--- config.mk ---
export PLATFORM = sky130hd
export DESIGN_NAME = axis_pkt_master
export DESIGN_NICKNAME = d
export VERILOG_FILES = /design/src/rtl/axis_pkg.sv /design/src/rtl/axis_cmd_fifo.sv /design/src/rtl/axis_pkt_master.sv
export SDC_FILE = /design/constraint.sdc
export NUM_CORES = 1
export LEC_CHECK = 0
export ABC_AREA = 1
export ABC_CLOCK_PERIOD_IN_PS = 3100
export CORE_MARGIN = 5
export CORE_UTILIZATION = 58
export DETAILED_ROUTE_END_ITERATION = 10
export PLACE_DENSITY = 0.79
export SLEW_MARGIN = 30
export SYNTH_ARGS = -nofsm -noshare
export SYNTH_HDL_FRONTEND = slang
export SYNTH_SLANG_ARGS = --single-unit
--- constraint.sdc ---
create_clock -name clk -period 3.1 [get_ports clk]
set_clock_uncertainty 0.15 [all_clocks]
set_input_delay 0.465 -clock clk [delete_from_list [all_inputs] [get_ports clk]]
set_output_delay 0.465 -clock clk [all_outputs]
set_load 0.05 [all_outputs]
--- src/rtl/axis_pkg.sv ---
// axis_pkg: shared FSM state type and default parameters for the AXI-Stream packet master.
package axis_pkg;
  typedef enum logic {IDLE, SEND} state_t;
  localparam int DEF_DATA_W = 8;
  localparam int DEF_PKT_LEN = 8;
  localparam int DEF_FIFO_DEPTH = 4;
endpackage

--- src/rtl/axis_cmd_fifo.sv ---
// axis_cmd_fifo: command FIFO holding packet seeds; head is visible on dout while non-empty.
module axis_cmd_fifo import axis_pkg::*; #(
  parameter int DATA_W = DEF_DATA_W,
  parameter int FIFO_DEPTH = DEF_FIFO_DEPTH
) (
  input  logic              clk,
  input  logic              rst,
  input  logic              push,
  input  logic              pop,
  input  logic [DATA_W-1:0] din,
  output logic [DATA_W-1:0] dout,
  output logic              full,
  output logic              empty
);
  localparam int AW = $clog2(FIFO_DEPTH);
  logic [DATA_W-1:0] mem [FIFO_DEPTH];
  logic [AW-1:0] wp, rp;
  logic [AW:0] cnt;
  assign dout = mem[rp];
  assign full = cnt == (AW+1)'(FIFO_DEPTH);
  assign empty = cnt == '0;
  always_ff @(posedge clk or posedge rst)
    if (rst) begin
      wp <= '0;
      rp <= '0;
      cnt <= '0;
    end else begin
      if (push) wp <= wp + 1'b1;
      if (pop) rp <= rp + 1'b1;
      cnt <= cnt + (AW+1)'(push) - (AW+1)'(pop);
    end
  always_ff @(posedge clk)
    if (push) mem[wp] <= din;
endmodule

--- src/rtl/axis_pkt_master.sv ---
// axis_pkt_master: queues seed commands and emits PKT_LEN-beat incrementing packets on AXI-Stream.
// Define AXIS_PKT_CNT_EN to add the 32-bit pkt_count output.
module axis_pkt_master import axis_pkg::*; #(
  parameter int DATA_W = DEF_DATA_W,
  parameter int PKT_LEN = DEF_PKT_LEN,
  parameter int FIFO_DEPTH = DEF_FIFO_DEPTH
) (
  input  logic              clk,
  input  logic              rst,
  input  logic              newd,
  input  logic [DATA_W-1:0] din,
  output logic              cmd_full,
  output logic              drop_err,
  output logic [DATA_W-1:0] m_axis_tdata,
  output logic              m_axis_tvalid,
  input  logic              m_axis_tready,
  output logic              m_axis_tlast,
  output logic              busy
`ifdef AXIS_PKT_CNT_EN
  ,
  output logic [31:0]       pkt_count
`endif
);
  localparam int BW = PKT_LEN > 1 ? $clog2(PKT_LEN) : 1;
  localparam logic [BW-1:0] LAST = BW'(PKT_LEN - 1);
  state_t state;
  logic [BW-1:0] beat;
  logic [DATA_W-1:0] seed, head;
  logic empty, pop, push, done;
  assign done = m_axis_tvalid && m_axis_tready && m_axis_tlast;
  assign pop = !empty && (state == IDLE || done);
  assign push = newd && (!cmd_full || pop);
  assign busy = state == SEND || !empty;
  axis_cmd_fifo #(.DATA_W(DATA_W), .FIFO_DEPTH(FIFO_DEPTH)) u_fifo (
    .clk(clk), .rst(rst), .push(push), .pop(pop), .din(din),
    .dout(head), .full(cmd_full), .empty(empty)
  );
  // The first beat of a packet is presented one cycle after entering SEND; later packets chain without a bubble.
  always_ff @(posedge clk or posedge rst)
    if (rst) begin
      state <= IDLE;
      beat <= '0;
      seed <= '0;
      m_axis_tvalid <= 1'b0;
      m_axis_tlast <= 1'b0;
      m_axis_tdata <= '0;
      drop_err <= 1'b0;
    end else begin
      drop_err <= newd && cmd_full && !pop;
      if (state == IDLE) begin
        if (!empty) begin
          seed <= head;
          beat <= '0;
          state <= SEND;
        end
      end else if (!m_axis_tvalid) begin
        m_axis_tvalid <= 1'b1;
        m_axis_tdata <= seed + DATA_W'(beat);
        m_axis_tlast <= beat == LAST;
      end else if (m_axis_tready) begin
        if (!m_axis_tlast) begin
          beat <= beat + 1'b1;
          m_axis_tdata <= seed + DATA_W'(beat + 1'b1);
          m_axis_tlast <= (beat + 1'b1) == LAST;
        end else if (!empty) begin
          seed <= head;
          beat <= '0;
          m_axis_tdata <= head;
          m_axis_tlast <= LAST == '0;
        end else begin
          state <= IDLE;
          m_axis_tvalid <= 1'b0;
          m_axis_tlast <= 1'b0;
          m_axis_tdata <= '0;
        end
      end
    end
`ifdef AXIS_PKT_CNT_EN
  always_ff @(posedge clk or posedge rst)
    if (rst) pkt_count <= '0;
    else if (done) pkt_count <= pkt_count + 1'b1;
`endif
endmodule

# Yosys cells after proc, flatten, opt, wreduce, memory -nomap -nowiden
# Memory sizes are Yosys's and may differ from the RTL's.
# Cells that the tools add are included.
[word_totals]
wordCells = 67
in_bits = 12
reg_bits = 30
mem_count = 1
mem_bits_rw = 32
[mem_list]
columns = ["memory", "depth", "word_bits", "read_ports", "rd_clocked_by_memory_dff", "write_ports", "line_no", "text"]
rows = [
  ["u_fifo.mem", 4, 8, 1, 0, 1, "axis_cmd_fifo.sv:16", "logic [DATA_W-1:0] mem [FIFO_DEPTH];"],
]
[op_classes]
bitwise_logic = 1
eq_ne = 7
n_addsub = 8
n_reduce_logical = 16
muxes = 24
[ops]
columns = ["cell", "count"]
rows = [
  ["$mux W8", 9],
  ["$mux W3", 5],
  ["$mux W1", 10],
  ["$eq A3 B3 Y1 const B", 3],
  ["$add A8 B3 Y8", 1],
  ["$add A8 B4 Y8", 1],
  ["$logic_and A1 B1 Y1", 6],
  ["$ne A2 B2 Y1 const B", 3],
  ["$add A2 B1 Y2 const B", 2],
  ["$add A3 B1 Y4 const B", 1],
  ["$reduce_and A2 Y1", 2],
  ["$add A3 B1 Y3", 1],
  ["$add A3 B1 Y3 const B", 1],
  ["$logic_not A1 Y1", 3],
  ["$logic_not A3 Y1", 1],
  ["$logic_or A1 B1 Y1", 3],
  ["$reduce_and A3 Y1", 1],
  ["$sub A3 B1 Y3", 1],
  ["$ne A2 B1 Y1 const B", 1],
  ["$not A1 Y1", 1],
]

# Depth between registers and ports, before layout
# Gate-level depths: netlist of run 1.
[logic_depth]
depth_word = 8
ltp_mapped = 13
ltp_nobuf = 12

# By module
# A second synthesis of run 1 with hierarchy kept.
[hier_totals]
hier_cells = 386
area_unflattened_um2 = 3372.0
[by_module_without_submodules]
columns = ["module", "cells_each", "area_each_um2", "instances"]
rows = [
  ["axis_cmd_fifo", 172, 1803.0, 1],
  ["axis_pkt_master", 214, 1569.0, 1],
]

# Worst setup path after synthesis of run 1
# Ideal clock, no wire load.
[synth_timing]
path_kind = "register to register"
start = "reg m_axis_tvalid"
end = "reg u_fifo.cnt[2]"
period_less_slack_ns = 2.577
path_slack_ns = 0.523
required_time_ns = 2.828
path_stages_with_launch = 14
arrival_time_ns = 2.306
path_cell_list = "dfrtp_1 nand2_1 clkinv_1 nor2_4 nor2_4 nand2_8 inv_4 buf_6 ha_1 inv_1 ha_1 inv_1 fa_1 xor2_1"
[synth_via]
elab_chain_cells = 8
[synth_rtl]
columns = ["element", "line_no", "text"]
rows = [
  ["from (decl)", "axis_pkt_master.sv:15", "output logic m_axis_tvalid,"],
  ["from (signal assigned)", "axis_pkt_master.sv:44", "m_axis_tvalid <= 1'b0;"],
  ["from (signal assigned)", "axis_pkt_master.sv:57", "m_axis_tvalid <= 1'b1;"],
  ["from (signal assigned)", "axis_pkt_master.sv:72", "m_axis_tvalid <= 1'b0;"],
  ["$logic_and A1 B1 Y1 * (2 in a row)", "axis_pkt_master.sv:30", "assign done = m_axis_tvalid && m_axis_tready && m_axis_tlast;"],
  ["$logic_or A1 B1 Y1 *", "axis_pkt_master.sv:31", "assign pop = !empty && (state == IDLE || done);"],
  ["$logic_and A1 B1 Y1 *", "axis_pkt_master.sv:31", ""],
  ["named net pop", "axis_pkt_master.sv:29", "logic empty, pop, push, done;"],
  ["$logic_or A1 B1 Y1", "axis_pkt_master.sv:32", "assign push = newd && (!cmd_full || pop);"],
  ["$logic_and A1 B1 Y1", "axis_pkt_master.sv:32", ""],
  ["$add A3 B1 Y3", "axis_cmd_fifo.sv:30", "cnt <= cnt + (AW+1)'(push) - (AW+1)'(pop);"],
  ["$sub A3 B1 Y3 *", "axis_cmd_fifo.sv:30", ""],
  ["to (signal assigned)", "axis_cmd_fifo.sv:30", ""],
  ["to (decl)", "axis_cmd_fifo.sv:18", "logic [AW:0] cnt;"],
]
# The timed path passes the listed nets; every way through them passes the cells marked *.
# A chain may end at the register's enable or synchronous reset.

# Worst setup path in the final report of run 1
[layout_timing]
start = "reg u_fifo.cnt[1]"
end = "out cmd_full"
[layout_via]
elab_chain_cells = 1
[layout_rtl]
columns = ["element", "line_no", "text"]
rows = [
  ["$eq A3 B3 Y1", "axis_cmd_fifo.sv:20", "assign full = cnt == (AW+1)'(FIFO_DEPTH);"],
  ["to (decl)", "axis_pkt_master.sv:12", "output logic cmd_full,"],
]
# Every way passes these cells.

==> summary.txt, run 1 <==
Drt
  • Initial DRC Count: between 150 and 200
  • Antenna violation net count after detailed routing: 0
  • Drt wl/cell: 14.2 um
  • DRT Wirelength: ~6300 um
  • DR vias: 2330
  • DRC Markers: 0
  • Via/cell ratio: between 5 and 6
  • DR pass1 iterations: 4

Floorplan
  • Cell row count: 27
  • Full die area: between 7000 and 8000 um^2
  • I/O Pins: 25
  • Core area: around 5400 um^2
  • Die H: 84.0 um
  • Die width: about 84 um
  • Starting density of the core: between 50% and 60%

Yosys
  • Post-Synth Simple-Gate Area: between 20% and 30%
  • Top FF cell, synth: edfxtp_1
  • Sequential area share after synthesis: 53.9%
  • Seq cells post-synth: between 60 and 70
  • Post-synthesis mux area share: 0%
  • Synth Area in Adders: between 7 and 8%
  • Yosys cell types: 37
  • EDFF count, synth: 32
  • Complex-gate fraction of the synthesized area: under 10%
  • Mapped cell area: approximately 3200 um^2
  • Async S/R FF share, synth: approximately half
  • Syn Inst Count: roughly 330
  • Xor-xnor portion of the synthesized cell area: about 1.7%
  • Main combinational cell family by area after synthesis: simple AND/OR/NAND/NOR gates
  • Post-Syn Nets: roughly 360
  • Syn Area/Cell: 9.51 um^2
  • Number of synthesis warnings: 0

Clock network
  • Clock Tree Buf Depth: 2
  • H-tree Lvls: 3
  • Clock slew at reported path FFs: 0.08 ns
  • Clock sinks: 62
  • Clock latency on the worst-skew pair: 0.34 ns
  • Post-CTS Setup Inserts: 0
  • Number of buffers created by CTS: 9
  • CTS tree: yes
  • Cts repair resizes: 0
  • Hold-fix buffers at CTS: 0
  • Root buf cell: clkbuf_8

STA
  • Hold Fails Final Rpt: 0
  • Hold_ws: 0.331 ns
  • Max Fclk: 0.376 GHz
  • Max_slew headroom: between 60% and 70%
  • Crit share post-route: 85.8%
  • Final slew viol count: 0
  • Worst Max-Slew Pin Slew: between 0.5 and 0.6 ns
  • RSZ-0062 raised after global routing: false
  • Setup TNS: 0 ns
  • Final Critical Period: ~2.7 ns
  • Setup slack after layout: about 0.44 ns
  • Setup-failing EPs final: 0

Critical path
  • Startpoint Class: flip-flop
  • CP endpoint kind: primary output
  • Worst endpoint required time: around 2.5 ns
  • R2R setup slack: between 0.5 and 0.6 ns
  • Kind of critical path: flip-flop to primary output
  • Crit path DAT: about 2 ns
  • Crit-path max FO: 4

Finish
  • Commonest non-fill, non-tap cell in the layout: nand2_1
  • Inserted Diodes: 0
  • Post-layout util: between 60 and 70%
  • Nets: 396
  • Fraction of layout cells with a size suffix above 1: between 10% and 20%
  • Design area: about 3700 um^2
  • Final Non-Filler Cells: ~450
  • Most frequent cells in the layout: nand2_1 (88), edfxtp_1 (32), dfrtp_1 (30), inv_1 (29), nand3_1 (26)
  • Synthesis-to-finish area growth: 17.0%

Run
  • Max capacitance violation total: 0

Pwr
  • Pwr Total: approximately 4.0 mW
  • VDD IR max: 523 uV
  • PwrDens: around 1100 nW/um^2
  • Leakage power: 1.64 nW

GRT
  • Vias in the first global route: between 2000 and 2500
  • Largest net degree at the start of global routing: 31
  • Total grt overflow: 0
  • GRT Overall Usage: 19.8%
  • Initial antenna violation count: 0
  • First-pass GRT wire length: between 10000 and 15000 um

Min path
  • Worst min-delay path class: flip-flop to flip-flop

Placement
  • Number of port buffers: 24
  • HPWL after detailed placement: about 4400 um
  • Cell area after placement: about 3500 um^2
  • DP Worst Slack: roughly 0.22 ns
  • Placer Congestion: ~0.89
  • Number of instances in the placed design: around 430

Status
  • Status: complete, no violations
==> critical path: stages, from the launching register on <==
cell             delay (ns)
dfrtp_1                0.45
or2_1                  0.28
nor2_2                 0.15
clkdlybuf4s50_1        0.83
==> report_power, final <==
part | switching [mW] | internal (mW) | total [mW]
Sequential | 0.259 | 1.15 | 1.41
Clock | 0.316 | 0.451 | 0.767
Combinational | 1.17 | 0.636 | 1.81
==> synthesized netlist by cell type (2+ instances only) <==
cell | count | share of area [%]
a21oi_1 | 12 | 1.9
buf_2 | 3 | 0.47
buf_4 | 4 | 0.95
dfrtp_1 | 30 | 24
edfxtp_1 | 32 | 30
fa_1 | 3 | 1.9
ha_1 | 13 | 5.1
inv_1 | 29 | 3.4
inv_2 | 6 | 0.71
inv_4 | 2 | 0.39
nand2_1 | 88 | 10
nand3_1 | 26 | 4.1
nand4_1 | 2 | 0.39
nor2_1 | 24 | 2.8
nor2_2 | 2 | 0.39
nor2_4 | 4 | 1.4
o21ai_0 | 23 | 3.6
o21ai_1 | 6 | 0.95
o21ai_2 | 2 | 0.55
o22ai_1 | 2 | 0.39
xor2_1 | 5 | 1.4
==> registers in the layout (all words and copies together), names as in the netlist <==
register / cells
u_fifo.rp: 2
m_axis_tdata: 8
beat: 3
m_axis_tvalid: 1
u_fifo.cnt: 3
u_fifo.mem: 32
drop_err: 1
state: 1
u_fifo.wp: 2
m_axis_tlast: 1
seed: 8
==> final timing paths <==
path,startpoint,endpoint,depth (start not counted)
max in group asynchronous,rst,u_fifo.rp[0]$_DFFE_PP0P_,3
worst max-delay path,u_fifo.cnt[1]$_DFF_PP0_,cmd_full,3
worst max register to register,m_axis_tvalid$_DFFE_PP0P_,u_fifo.cnt[2]$_DFF_PP0_,12
min in group asynchronous,rst,m_axis_tdata[2]$_DFFE_PP0P_,3
worst min-delay path,m_axis_tdata[1]$_DFFE_PP0P_,m_axis_tdata[1]$_DFFE_PP0P_,2
worst min register to register,m_axis_tdata[1]$_DFFE_PP0P_,m_axis_tdata[1]$_DFFE_PP0P_,2
==> routing by layer <==
layer,share of wire [%],vias up,GRT usage [%]
li1,-,1173,-
met1,42,1088,23.7
met2,51,57,33.3
met3,5.2,12,4.05
met4,2.1,0,10.5
met5,0,-,0
==> kinds of logic (layout without fill, tap and decap cells) <==
logic type	after synthesis	in the layout
compound gates	51	51
xor+xnor	6	6
fa+ha+maj	16	16
buf+inv	46	85
flops	62	62
simple gates	153	153
==> final cells by class <==
cell class,count,area (um^2)
tap,72,90.1
clock buffer,10,128
inverter,38,148
clock inverter,6,86.3
sequential,62,1710
multi-input combinational,226,1260
timing repair buffer,31,293
fill,440,1690
(Power assumes the default switching activity.)
==> run 2, diff against run 1 <==
--- a/config.mk
+++ b/config.mk
@@ -8,9 +8,8 @@
 export ABC_AREA = 1
 export ABC_CLOCK_PERIOD_IN_PS = 3100
 export CORE_MARGIN = 5
-export CORE_UTILIZATION = 58
+export CORE_UTILIZATION = 45
 export DETAILED_ROUTE_END_ITERATION = 10
-export PLACE_DENSITY = 0.79
 export SLEW_MARGIN = 30
 export SYNTH_ARGS = -nofsm -noshare
 export SYNTH_HDL_FRONTEND = slang
==> run 2 against run 1 <==
- total power is 1.9% lower
- global-route usage is 4.7 points lower
- clock power is 6.3% lower
- final area is 0.77% higher
- register-to-register slack better by 0.23 ns
- maximum frequency hardly changed
- hold slack better by 0.0017 ns
- largest power group unchanged
- combinational power hardly changed
==> summary.txt, run 2 (synthesis gave the netlist of run 1 again) <==
STA
  • Setup-failing EPs final: 0
  • Max_slew headroom: 59.6%
  • RSZ-0062 raised after global routing: false
  • Final Critical Period: approximately 2.7 ns
  • Crit share post-route: between 80% and 90%
  • Worst Max-Slew Pin Slew: about 0.6 ns
  • Final slew viol count: 0
  • Max Fclk: between 0.3 and 0.4 GHz
  • Hold Fails Final Rpt: 0
  • Setup TNS: 0 ns

Finish
  • Nets: about 400
  • Inserted Diodes: 0
  • Most frequent cells in the layout: nand2_1 (88), edfxtp_1 (32), dfrtp_1 (30), inv_1 (29), nand3_1 (26)
  • Commonest non-fill, non-tap cell in the layout: nand2_1
  • Top reg by flops: u_fifo.mem
  • Max reg flops: 32
  • Multi-input logic area: between 1000 and 1500 um^2
  • Register area: ~1700 um^2
  • FILL cells: approximately 640
  • Fraction of layout cells with a size suffix above 1: between 10% and 20%
  • Design area: 3750 um^2
  • Synthesis-to-finish area growth: 17.9%
  • Largest regs: u_fifo.mem x32, m_axis_tdata x8, seed x8

Placement
  • Number of port buffers: 24
  • HPWL after detailed placement: ~4500 um
  • Cell area after placement: around 3500 um^2
  • Placer Congestion: about 0.81

Pwr
  • Power Internal: 2.17 mW
  • Gate power share: 46.1%
  • Clock share of power: a little under a fifth
  • Reg power frac: approximately 36%
  • Net Sw Frac: around 44%
  • Sw power: around 1.7 mW
  • PwrDens: roughly 1000 nW/um^2
  • VDD IR max: between 400 and 500 uV
  • Leakage power: 1.64 nW
  • Pwr Total: between 3 and 4 mW

Critical path
  • Crit-path max FO: 4
  • Worst endpoint required time: 2.48 ns
  • CP endpoint kind: primary output
  • Kind of critical path: flip-flop to primary output
  • Startpoint Class: flip-flop
  • Crit path DAT: approximately 2 ns

Clock network
  • Clock sinks: 62
  • Number of buffers created by CTS: 9
  • CTS tree: yes
  • H-tree Lvls: 3
  • Clock Tree Buf Depth: 2
  • Hold-fix buffers at CTS: 0
  • Post-CTS Setup Inserts: 0
  • Clock latency on the worst-skew pair: about 0.34 ns
  • Root buf cell: clkbuf_8
  • Cts repair resizes: 0
  • Clock slew at reported path FFs: 0.07 ns

Drt
  • DRT Wirelength: 6080 um
  • Drt wl/cell: approximately 13 um
  • DR pass1 iterations: 4
  • DRC Markers: 0
  • Initial DRC Count: 94
  • DR vias: 2285
  • Via/cell ratio: 4.86
  • Antenna violation net count after detailed routing: 0

GRT
  • Initial antenna violation count: 0
  • Total grt overflow: 0
  • Largest net degree at the start of global routing: 31
  • First-pass GRT wire length: 10200 um
  • Vias in the first global route: around 2200
  • GRT Overall Usage: 15.1%

Status
  • Status: complete, no violations

Floorplan
  • Starting density of the core: roughly 47%
  • Die width: approximately 94 um
  • I/O Pins: 25
  • Core area: about 7000 um^2
  • Cell row count: 30
  • Full die area: slightly below 9000 um^2
  • Die H: about 94 um

Min path
  • Worst min-delay path class: flip-flop to flip-flop

Run
  • Max capacitance violation total: 0
## run 2: worst max-delay path, cell delays in order (launching register included)
cell	delay, ns
dfrtp_1	0.45
or2_1	0.28
nor2_2	0.15
clkdlybuf4s50_1	0.83
## run 2: power groups by stage
stage | registers (mW) | logic [mW] | clock network, mW
2_1_floorplan | 1.53 | 1.21 | 0
3_5_place_dp | 1.41 | 1.82 | 0
4_1_cts | 1.39 | 1.83 | 0.746
5_1_grt | 1.43 | 2.03 | 0.774
3_3_place_gp | 1.40 | 1.79 | 0
6_report | 1.38 | 1.80 | 0.719
## run 2: worst paths after layout
path                       cells past startpoint                     endpoint  slack [ns]                   startpoint
max                                            3                     cmd_full        0.44      u_fifo.cnt[1]$_DFF_PP0_
min                                            2  m_axis_tdata[1]$_DFFE_PP0P_        0.33  m_axis_tdata[1]$_DFFE_PP0P_
max reg2reg                                   10      u_fifo.cnt[2]$_DFF_PP0_        0.76      u_fifo.cnt[1]$_DFF_PP0_
min reg2reg                                    2  m_axis_tdata[1]$_DFFE_PP0P_        0.33  m_axis_tdata[1]$_DFFE_PP0P_
max in group asynchronous                      3  m_axis_tdata[7]$_DFFE_PP0P_        2.15                          rst
min in group asynchronous                      3      u_fifo.cnt[0]$_DFF_PP0_        0.36                          rst
## run 2: area by class of cell
cell class                      instances  share of cell area [%]
Sequential cell                        62                    45.7
Multi-Input combinational cell        226                    33.7
Timing Repair Buffer                   32                    8.02
Inverter                               38                    3.94
Clock buffer                            9                    3.31
Tap cell                               96                    3.21
Clock inverter                          7                    2.17
## run 2: layer usage
metal	vias to the layer above	global-route usage, %	part of all wire, %
li1	1170	-	-
met3	14	4.49	3.3
met4	0	5.78	1.6
met5	-	0	0
met2	41	24.5	48
met1	1060	19.0	47
## run 2: per-stage QoR
step	util [%]	hold slack, ns	worst slack (ns)	cells
floorplan	-	0.307	0.523	334
global route	54.8	0.350	0.325	470
CTS	54.8	0.335	0.399	470
detailed placement	51.8	0.315	0.254	454
global placement	51.8	0.313	0.316	454
finish	54.8	0.333	0.442	470
